## src/rtl/flash_arb_pkg.sv

```systemverilog
`default_nettype none
// ============================================================================
//  Module      : flash_arb_pkg
//  Description : Shared types and constants for the SPI flash read arbiter
//                and the engine it drives.
//                - arb_state_t : arbiter FSM state encoding
//                - default ADDR_W / LEN_W / MAX_LEN
//                - c_read_cmd  : flash READ opcode used by the engine
//  Revision    : 1.0 - initial release
// ============================================================================
package flash_arb_pkg;

    typedef enum logic [1:0] {
        IDLE   = 2'd0,
        ISSUE  = 2'd1,
        STREAM = 2'd2,
        FINISH = 2'd3
    } arb_state_t;

    localparam int c_addr_w_def  = 24;
    localparam int c_len_w_def   = 6;
    localparam int c_max_len_def = 32;

    // Plain READ opcode; the engine prefixes every command with it.
    localparam logic [7:0] c_read_cmd = 8'h03;

endpackage
`default_nettype wire

```

## src/rtl/rr_arbiter.sv

```systemverilog
`default_nettype none
// ============================================================================
//  Module      : rr_arbiter
//  Description : Purely combinational round-robin arbiter. Grants the first
//                set request bit at or after the pointer, wrapping around.
//  Ports       : req [NREQ]      request vector
//                ptr [log2 NREQ] highest-priority position
//                gnt [NREQ]      one-hot grant (all zero when no request)
//  Revision    : 1.0 - initial release
// ============================================================================
module rr_arbiter #(
    parameter int NREQ = 3
) (
    input  logic [NREQ-1:0]         req,
    input  logic [$clog2(NREQ)-1:0] ptr,
    output logic [NREQ-1:0]         gnt
);

    logic [NREQ-1:0] w_mask_hi;
    logic [NREQ-1:0] w_hi_gnt;
    logic [NREQ-1:0] w_lo_gnt;

    // Requests at or above the pointer win first; if none, wrap to the
    // lowest set bit overall. x & -x isolates the lowest set bit.
    assign w_mask_hi = req & ~((NREQ'(1) << ptr) - NREQ'(1));
    assign w_hi_gnt  = w_mask_hi & (~w_mask_hi + NREQ'(1));
    assign w_lo_gnt  = req & (~req + NREQ'(1));
    assign gnt       = (|w_mask_hi) ? w_hi_gnt : w_lo_gnt;

endmodule
`default_nettype wire

```

## src/rtl/flash_read_arbiter.sv

```systemverilog
`default_nettype none
// ============================================================================
//  Module      : flash_read_arbiter
//  Description : Shares one SPI flash read engine between NREQ requesters.
//                Round-robin grant, one command per grant, returned bytes
//                steered to the grantee, then a one-cycle done (plus err on
//                an abnormal finish). All outputs are registered.
//  Ports       : clk, rst (sync, active high)
//                req/req_addr/req_len    requester side (packed per index)
//                gnt/rd_data/rd_valid/done/err   requester responses
//                eng_ready/eng_byte_valid/eng_byte/eng_done   from engine
//                eng_start/eng_addr/eng_len/eng_abort         to engine
//  Options     : FLASH_ARB_TIMEOUT_EN - adds a watchdog that aborts a hung
//                engine after TIMEOUT_CYCLES; otherwise eng_abort is 0.
//  Revision    : 1.0 - initial release
// ============================================================================
module flash_read_arbiter
    import flash_arb_pkg::*;
#(
    parameter int NREQ           = 3,
    parameter int ADDR_W         = c_addr_w_def,
    parameter int LEN_W          = c_len_w_def,
    parameter int MAX_LEN        = c_max_len_def,
    parameter int TIMEOUT_CYCLES = 4096
) (
    input  logic                   clk,
    input  logic                   rst,
    input  logic [NREQ-1:0]        req,
    input  logic [NREQ*ADDR_W-1:0] req_addr,
    input  logic [NREQ*LEN_W-1:0]  req_len,
    output logic [NREQ-1:0]        gnt,
    output logic [7:0]             rd_data,
    output logic [NREQ-1:0]        rd_valid,
    output logic [NREQ-1:0]        done,
    output logic                   err,
    input  logic                   eng_ready,
    output logic                   eng_start,
    output logic [ADDR_W-1:0]      eng_addr,
    output logic [LEN_W-1:0]       eng_len,
    input  logic                   eng_byte_valid,
    input  logic [7:0]             eng_byte,
    input  logic                   eng_done,
    output logic                   eng_abort
);

    localparam int                PTR_W      = $clog2(NREQ);
    localparam logic [PTR_W-1:0]  c_last_idx = PTR_W'(NREQ - 1);
    localparam logic [LEN_W-1:0]  c_max_len  = LEN_W'(MAX_LEN);

    arb_state_t        r_state,    w_state_nx;
    logic [NREQ-1:0]   r_gnt,      w_gnt_nx;
    logic [PTR_W-1:0]  r_gidx,     w_gidx_nx;
    logic [PTR_W-1:0]  r_ptr,      w_ptr_nx;
    logic [ADDR_W-1:0] r_addr,     w_addr_nx;
    logic [LEN_W-1:0]  r_len,      w_len_nx;
    logic [LEN_W-1:0]  r_cnt,      w_cnt_nx;
    logic              r_errf,     w_errf_nx;
    logic [7:0]        r_rd_data,  w_rd_data_nx;
    logic [NREQ-1:0]   r_rd_valid, w_rd_valid_nx;
    logic [NREQ-1:0]   r_done,     w_done_nx;
    logic              r_err,      w_err_nx;
    logic              r_start,    w_start_nx;

    logic [NREQ-1:0]   w_arb_gnt;
    logic [PTR_W-1:0]  w_win_idx;
    logic [ADDR_W-1:0] w_win_addr;
    logic [LEN_W-1:0]  w_win_len_raw;
    logic [LEN_W-1:0]  w_win_len;
    logic              w_take;
    logic [LEN_W-1:0]  w_cnt_eff;
    logic              w_timeout;

    rr_arbiter #(
        .NREQ (NREQ)
    ) u_rr (
        .req (req),
        .ptr (r_ptr),
        .gnt (w_arb_gnt)
    );

    // Pull the winner's command fields out of the packed request buses.
    always_comb begin
        w_win_idx     = '0;
        w_win_addr    = '0;
        w_win_len_raw = '0;
        for (int i = 0; i < NREQ; i++) begin
            if (w_arb_gnt[i]) begin
                w_win_idx     = PTR_W'(i);
                w_win_addr    = req_addr[i*ADDR_W +: ADDR_W];
                w_win_len_raw = req_len[i*LEN_W +: LEN_W];
            end
        end
    end

    assign w_win_len = (w_win_len_raw > c_max_len) ? c_max_len : w_win_len_raw;

    // Bytes beyond the requested length are silently dropped.
    assign w_take    = eng_byte_valid && (r_cnt < r_len);
    assign w_cnt_eff = w_take ? (r_cnt + LEN_W'(1)) : r_cnt;

    always_comb begin
        w_state_nx    = r_state;
        w_gnt_nx      = r_gnt;
        w_gidx_nx     = r_gidx;
        w_ptr_nx      = r_ptr;
        w_addr_nx     = r_addr;
        w_len_nx      = r_len;
        w_cnt_nx      = r_cnt;
        w_errf_nx     = r_errf;
        w_rd_data_nx  = r_rd_data;
        w_rd_valid_nx = '0;
        w_done_nx     = '0;
        w_err_nx      = 1'b0;
        w_start_nx    = 1'b0;

        case (r_state)
            IDLE: begin
                if (eng_ready && (|req)) begin
                    w_gnt_nx   = w_arb_gnt;
                    w_gidx_nx  = w_win_idx;
                    w_addr_nx  = w_win_addr;
                    w_len_nx   = w_win_len;
                    w_errf_nx  = 1'b0;
                    // Zero-length requests complete without touching the engine.
                    w_state_nx = (w_win_len == '0) ? FINISH : ISSUE;
                end
            end
            ISSUE: begin
                w_start_nx = 1'b1;
                w_cnt_nx   = '0;
                w_state_nx = STREAM;
                if (w_timeout) begin
                    w_errf_nx  = 1'b1;
                    w_state_nx = FINISH;
                end
            end
            STREAM: begin
                if (w_take) begin
                    w_rd_data_nx  = eng_byte;
                    w_rd_valid_nx = r_gnt;
                    w_cnt_nx      = w_cnt_eff;
                end
                // eng_done may share a cycle with the final byte; count it first.
                if (eng_done) begin
                    w_errf_nx  = (w_cnt_eff < r_len);
                    w_state_nx = FINISH;
                end else if (w_timeout) begin
                    w_errf_nx  = 1'b1;
                    w_state_nx = FINISH;
                end
            end
            FINISH: begin
                w_done_nx  = r_gnt;
                w_err_nx   = r_errf;
                w_gnt_nx   = '0;
                w_ptr_nx   = (r_gidx == c_last_idx) ? '0 : (r_gidx + PTR_W'(1));
                w_state_nx = IDLE;
            end
            default: w_state_nx = IDLE;
        endcase
    end

    always_ff @(posedge clk) begin
        if (rst) begin
            r_state    <= IDLE;
            r_gnt      <= '0;
            r_gidx     <= '0;
            r_ptr      <= '0;
            r_addr     <= '0;
            r_len      <= '0;
            r_cnt      <= '0;
            r_errf     <= 1'b0;
            r_rd_data  <= '0;
            r_rd_valid <= '0;
            r_done     <= '0;
            r_err      <= 1'b0;
            r_start    <= 1'b0;
        end else begin
            r_state    <= w_state_nx;
            r_gnt      <= w_gnt_nx;
            r_gidx     <= w_gidx_nx;
            r_ptr      <= w_ptr_nx;
            r_addr     <= w_addr_nx;
            r_len      <= w_len_nx;
            r_cnt      <= w_cnt_nx;
            r_errf     <= w_errf_nx;
            r_rd_data  <= w_rd_data_nx;
            r_rd_valid <= w_rd_valid_nx;
            r_done     <= w_done_nx;
            r_err      <= w_err_nx;
            r_start    <= w_start_nx;
        end
    end

`ifdef FLASH_ARB_TIMEOUT_EN
    localparam int WD_W = $clog2(TIMEOUT_CYCLES + 1);

    logic [WD_W-1:0] r_wdog, w_wdog_nx;
    logic            r_abort;
    logic            w_active;

    assign w_active = (r_state == ISSUE) || (r_state == STREAM);

    // Counts busy cycles since the last engine byte; idle states clear it.
    always_comb begin
        w_wdog_nx = '0;
        if (w_active) begin
            w_wdog_nx = ((r_state == STREAM) && eng_byte_valid) ? '0 : (r_wdog + WD_W'(1));
        end
    end

    // A normal eng_done in the same cycle wins over the watchdog.
    assign w_timeout = w_active && (w_wdog_nx == WD_W'(TIMEOUT_CYCLES))
                       && !((r_state == STREAM) && eng_done);

    always_ff @(posedge clk) begin
        if (rst) begin
            r_wdog  <= '0;
            r_abort <= 1'b0;
        end else begin
            r_wdog  <= w_wdog_nx;
            r_abort <= w_timeout;
        end
    end

    assign eng_abort = r_abort;
`else
    logic w_unused_timeout;

    assign w_timeout        = 1'b0;
    assign eng_abort        = 1'b0;
    assign w_unused_timeout = (TIMEOUT_CYCLES == 0);
`endif

    assign gnt       = r_gnt;
    assign rd_data   = r_rd_data;
    assign rd_valid  = r_rd_valid;
    assign done      = r_done;
    assign err       = r_err;
    assign eng_start = r_start;
    assign eng_addr  = r_addr;
    assign eng_len   = r_len;

endmodule
`default_nettype wire

```

## config.mk

```make
export PLATFORM = sky130hd
export DESIGN_NAME = flash_read_arbiter
export DESIGN_NICKNAME = d
export VERILOG_FILES = /design/src/rtl/flash_arb_pkg.sv /design/src/rtl/rr_arbiter.sv /design/src/rtl/flash_read_arbiter.sv
export SDC_FILE = /design/constraint.sdc
export NUM_CORES = 1
export LEC_CHECK = 0
export ABC_AREA = 1
export BUFFER_PORTS_ARGS = -buffer_cell sky130_fd_sc_hd__buf_4
export CAP_MARGIN = 20
export CELL_PAD_IN_SITES_DETAIL_PLACEMENT = 1
export CELL_PAD_IN_SITES_GLOBAL_PLACEMENT = 2
export CORE_MARGIN = 2
export CORE_UTILIZATION = 24
export CTS_CLUSTER_SIZE = 8
export DETAILED_ROUTE_END_ITERATION = 8
export PLACE_DENSITY_LB_ADDON = 0.1
export SLEW_MARGIN = 10
export SYNTH_ARGS = -nofsm -noshare
export SYNTH_HDL_FRONTEND = slang
export SYNTH_SLANG_ARGS = --single-unit
```

## constraint.sdc

```tcl
create_clock -name clk -period 2.4 [get_ports clk]
set_input_delay 0.48 -clock clk [delete_from_list [all_inputs] [get_ports clk]]
set_output_delay 0.48 -clock clk [all_outputs]
set_load 0.1 [all_outputs]
```

**Word level (Yosys, flattened, before mapping)**

Index checks and enable logic that the tools add are counted.

- $add $sub $neg: 5
- $mul: 0
- Div/mod/pow operators: 0
- Magnitude comparators: 3
- Eq/ne operators: 7
- Shift operators: 1
- Muxes and demuxes: 24
- Bitwise logic cells: 9
- Reductions and logical operators: 17

Operators by type and width:

| kind | count |
|---|---|
| $mux W24 | 3 |
| $mux W6 | 6 |
| $lt A6 B6 Y1 | 2 |
| $pmux W6 S2 | 1 |
| $mux W2 | 5 |
| $reduce_and A2 Y1 | 5 |
| $and A3 B3 Y3 | 3 |
| $not A3 Y3 | 3 |
| $reduce_or A3 Y1 | 3 |
| $pmux W2 S4 | 1 |
| $add A3 B1 Y3 const B | 2 |
| $add A6 B1 Y6 const B | 1 |
| $eq A2 B2 Y1 const B | 3 |
| $gt A6 B6 Y1 const B | 1 |
| $logic_not A6 Y1 | 1 |
| $mux W3 | 2 |
| $ne A2 B2 Y1 const B | 3 |
| $pmux W3 S2 | 1 |
| $reduce_bool A2 Y1 | 3 |
| $mux W1 | 4 |
| $not A1 Y1 | 3 |
| $reduce_and A3 Y1 | 1 |
| $shl A1 B2 Y3 const A | 1 |
| $sub A3 B1 Y3 const B | 1 |
| 6 further kinds | 7 |

- Bits in registers: 62
- Latch bits: 0
- Memory bits (writable): 0
- Memory bits (read-only): 0
- Bits of input ports: 106
- Output and inout port bits: 50
- Memories kept: 0

**Longest topological paths before layout**

- Depth after elaboration: 17
- Depth in mapped cells: 16

**By module**

Synthesis repeated with hierarchy kept, for this count alone.

- Cell total of the unflattened synthesis: 475
- Area total of the unflattened synthesis: 3388.2 um^2

Modules (own cells, without submodules):

| module | times used | cells each | area each (um^2) | seq. area each (um^2) |
|---|---|---|---|---|
| flash_read_arbiter | 1 | 458 | 3314.4 | 1241.2 |
| rr_arbiter | 1 | 17 | 73.8 | 0.0 |

**Worst setup path after synthesis**

Ideal clock, no wire load.

- Path kind: register -> register
- Start point: register r_len[5], in the netlist eng_len[5]
- End point: register r_errf
- Library setup time: 0.071 ns
- Arrival time: 2.974 ns
- Data required time: 2.329 ns
- Slack: -0.645 ns
- Cell stages (with the launch flop): 15
- Period minus slack after synthesis: 3.045 ns
- Path through: dfxtp_1 inv_1 ha_1 a21oi_1 o21a_1 nand3_2 nor2_2 xnor2_1 clkinv_1 ha_1 a21oi_1 nor2_1 nor3_1 nand3_1 a21oi_1

- Cells in the longest elaborated chain, start to end: 6

RTL lines:

| what | line | source |
|---|---|---|
| from (decl) | flash_read_arbiter.sv:55 | `logic [LEN_W-1:0] r_len, w_len_nx;` |
| from (signal assigned) | flash_read_arbiter.sv:184 | `r_len <= w_len_nx;` |
| $lt A6 B6 Y1 | flash_read_arbiter.sv:98 | `assign w_take = eng_byte_valid && (r_cnt < r_len);` |
| $logic_and A1 B1 Y1 | flash_read_arbiter.sv:98 |  |
| $mux W6 | flash_read_arbiter.sv:99 | `assign w_cnt_eff = w_take ? (r_cnt + LEN_W'(1)) : r_cnt;` |
| $lt A6 B6 Y1 * | flash_read_arbiter.sv:145 | `w_errf_nx = (w_cnt_eff < r_len);` |
| $mux W1 * | flash_read_arbiter.sv:144 | `if (eng_done) begin` |
| $pmux W1 S2 * | flash_read_arbiter.sv:116 | `case (r_state)` |
| to (signal assigned) | flash_read_arbiter.sv:186 | `r_errf <= w_errf_nx;` |
| to (decl) | flash_read_arbiter.sv:57 | `logic r_errf, w_errf_nx;` |

Mark *: on every way between the ends. The rest lies on a longest branch, timed or not. The select of a mux whose other input is x is not followed.
A chain may end at the register's enable or synchronous reset.

**Final worst setup path**

Ends and elaborated chain as after synthesis.

==> results by group <==
Run status
  • Status: finished, final reports clean

Clock tree
  • CTS tree: done
  • Clk_lat worst skew: 0.34 ns
  • Max clock buf depth: 2
  • H-Tree Depth: 3
  • CTS Hold Buffers Added: 0
  • Root buf cell: clkbuf_16
  • Clk slew on worst S/H paths: 0.06 ns
  • Cts bufs inserted: 9
  • Clock sink count: 62

STA
  • Setup_tns: 0 ns
  • Max Freq: 0.438 GHz
  • Clock Skews: 0.00591 ns
  • Count of final hold-check violations: 0
  • Slew @ Worst Pin: 0.576 ns
  • Worst hold slack: 0.371 ns
  • Minimum clock period: 2.28 ns
  • Slew Viols, Final: 0
  • Setup violators final: 0
  • Max_slew headroom: 61.6%
  • Tcrit/Tclk final: 95.1%
  • Setup ws final: 0.118 ns

Synthesis
  • Top cells by area, synth: dfxtp_1, nand2_1, a21oi_1, ha_1, nand3_1
  • Seq cells post-synth: 62
  • Synth area leader: dfxtp_1
  • Mapped Cells: 501
  • Synth top area share: 36.6%
  • Async set or reset register ratio after synthesis: 0%
  • Ys Warns: 0
  • Most common cell in the synthesized netlist: nand2_1
  • Post-Synthesis Cell Area: 3390 µm²
  • Synth top cells by count: nand2_1, dfxtp_1, a21oi_1, nor2_1, inv_1
  • Unique masters post-synth: 40
  • Number of enable flip-flop cells after synthesis: 0
  • Syn Nets: 623
  • Avg Synthesized Cell Area: 6.77 µm²
  • Main synth FF type: dfxtp_1
  • Register area share after synthesis: 36.6%

Detailed routing
  • Drt pass-1 iters: 6
  • Vias: 3723
  • # DRC: 0
  • Initial DRC count: 89
  • Post-Route WL: 12100 µm
  • Drt wl/cell: 14.3 µm
  • Post-DR vias/cell: 4.40
  • Antenna-violating nets left: 0

Die
  • DIE WIDTH: 123 µm
  • Die Ht: 123 µm
  • Core Area: 13800 µm²
  • I/O Pins: 156
  • # rows: 43
  • Starting Density: 24.5%
  • Die ar.: 15100 µm²

Setup path
  • Worst path required time: 2.67 ns
  • R2R Path Start: eng_len[5]
  • R2R Setup Slk: 0.12 ns
  • Cells along the critical path: inv_4 -> ha_4 -> a21oi_2 -> o21a_1 -> nand3_4 -> nor2_4 -> nand2_2 -> xor2_2 -> ha_1 -> nand2_2 -> nor2_2 -> nor3_2 -> nand3_1 -> a21oi_1
  • Worst Reg-to-Reg Cells: 14
  • Worst r2r dst: r_errf
  • CP startpoint kind: flop
  • CP most frequent cell: nand2_2
  • Crit path kind: flop to flop
  • Max stage delay on crit path: 0.36 ns
  • Worst setup EP type: flop
  • Crit path max-delay cell type: dfxtp_4
  • Arr. time, crit path: 2.55 ns
  • Max Fanout on Critical Path: 3

Power
  • Lkg Pwr: 2.51 nW
  • VDD IR max: 0.473 mV
  • PD cells: 1050 nW/µm²

Placed design
  • Placed cell areas: 4850 µm²
  • Port Buffers: 154
  • Detail Placement HPWL: 9230 µm
  • GPL Wtd Cong: 0.767
  • DP Worst Slack: 0.0308 ns

Global routing
  • Grt ovf: 0
  • Vias in the first global route: 3957
  • Largest net degree at the start of global routing: 40
  • First-pass GRT wire length: 18900 µm
  • Total track usage: 16.0%
  • Initial antenna violation count: 0

Cells and area
  • Ant diodes: 0
  • Fillcell total: 1710
  • Share of post-route cells with drive strength above 1: 37.8%
  • P&R area growth vs syn: 56.0%
  • Final instance area: 5290 µm²
  • NumNets Final: 784

Min path
  • WHS Endpoint: rd_data[1]
  • Hold Crit Depth: 3
  • Hold Startpoint: eng_byte[1]
  • Hold Path Class: input port to flop

Flow run
  • Max cap viols: 0
[cell type report]
cell class / instances / area, µm² / share of cell area (%)
Inverter: 42 / 165 / 3.12
Timing Repair Buffer: 171 / 1300 / 24.5
Clock inverter: 6 / 91.3 / 1.73
Tap cell: 180 / 225 / 4.26
Sequential cell: 62 / 1260 / 23.9
Multi-Input combinational cell: 376 / 2000 / 37.8
Clock buffer: 10 / 250 / 4.73
[how the worst max path moves through the flow]
| stage | start | cells after the start | end |
|---|---|---|---|
| detailed placement | eng_len[3] | 14 | r_errf |
| global route | eng_len[5] | 14 | r_errf |
| floorplan | eng_len[5] | 14 | r_errf |
| CTS | eng_len[3] | 14 | r_errf |
| global placement | eng_len[5] | 14 | r_errf |
| finish | eng_len[5] | 14 | r_errf |
[flip-flops by register name, summed over array words and instances (netlist names), 2 cells and up]
signal,cells
eng_addr,24
rd_data,8
eng_len,6
r_cnt,6
done,3
gnt,3
rd_valid,3
r_gidx,2
r_ptr,2
r_state,2
[power by group]
part / internal, mW / switching [mW] / total [mW]
combinational: 0.763 / 1.95 / 2.71
clock: 0.977 / 0.519 / 1.50
sequential: 1.21 / 0.115 / 1.33
total: 2.95 / 2.59 / 5.54
[critical path, delay by kind of cell (launching register included)]
family | cells | cell delay [ns]
AND/OR/NAND/NOR | 7 | 0.68
adder cells (fa/ha/maj) | 2 | 0.56
AO/OA/AOI/OAI | 3 | 0.42
flip-flops | 1 | 0.36
XOR/XNOR | 1 | 0.15
buffers and inverters | 1 | 0.04
[cell families after synthesis]
kind of cell	count (synthesis)	synth area share (%)
AND/OR/NAND/NOR	274	34.2
other	1	0.111
adder cells (fa/ha/maj)	16	5.90
flip-flops	62	36.6
AO/OA/AOI/OAI	81	14.2
XOR/XNOR	4	1.03
buffers and inverters	63	8.01
[cell usage in the layout, fill, tap and decap left out, types with 5 or more instances in the layout]
cell type  count
buf_4        170
nor2_2         6
nand3_1       31
a21oi_1       40
o21ai_1        5
ha_1          11
inv_2          8
dfxtp_1       55
dfxtp_4        5
ha_4           5
nand2_1      176
inv_1         31
o21ai_0       15
nor2_1        37
nand2_2       10
a21oi_2        9
clkbuf_16     10
[metrics by stage]
stage | utilization [%] | power, mW | cells
after floorplan | - | 3.30 | 501
after global placement | 35.0 | 4.01 | 829
after detailed placement | 35.0 | 4.04 | 829
after CTS | 37.5 | 5.57 | 845
after global routing | 38.3 | 5.88 | 847
final | 38.3 | 5.54 | 847
[layer usage]
layer | wire length [µm] | up-vias | part of all wire, % | track usage, %
met3 | 842 | 15 | 7.0 | 4.69
met1 | 4960 | 1697 | 41 | 17.6
li1 | - | 1912 | - | -
met2 | 6090 | 99 | 50 | 29.1
met5 | 0 | - | 0 | 0
met4 | 188 | 0 | 1.6 | 5.96
[repair_timing]
item | CTS | global route
buffers inserted | 0 | 2
gates resized for setup | 0 | 19
endpoints found under the setup margin | 0 | 1
No activity file was read; power rests on OpenSTA's default activity.
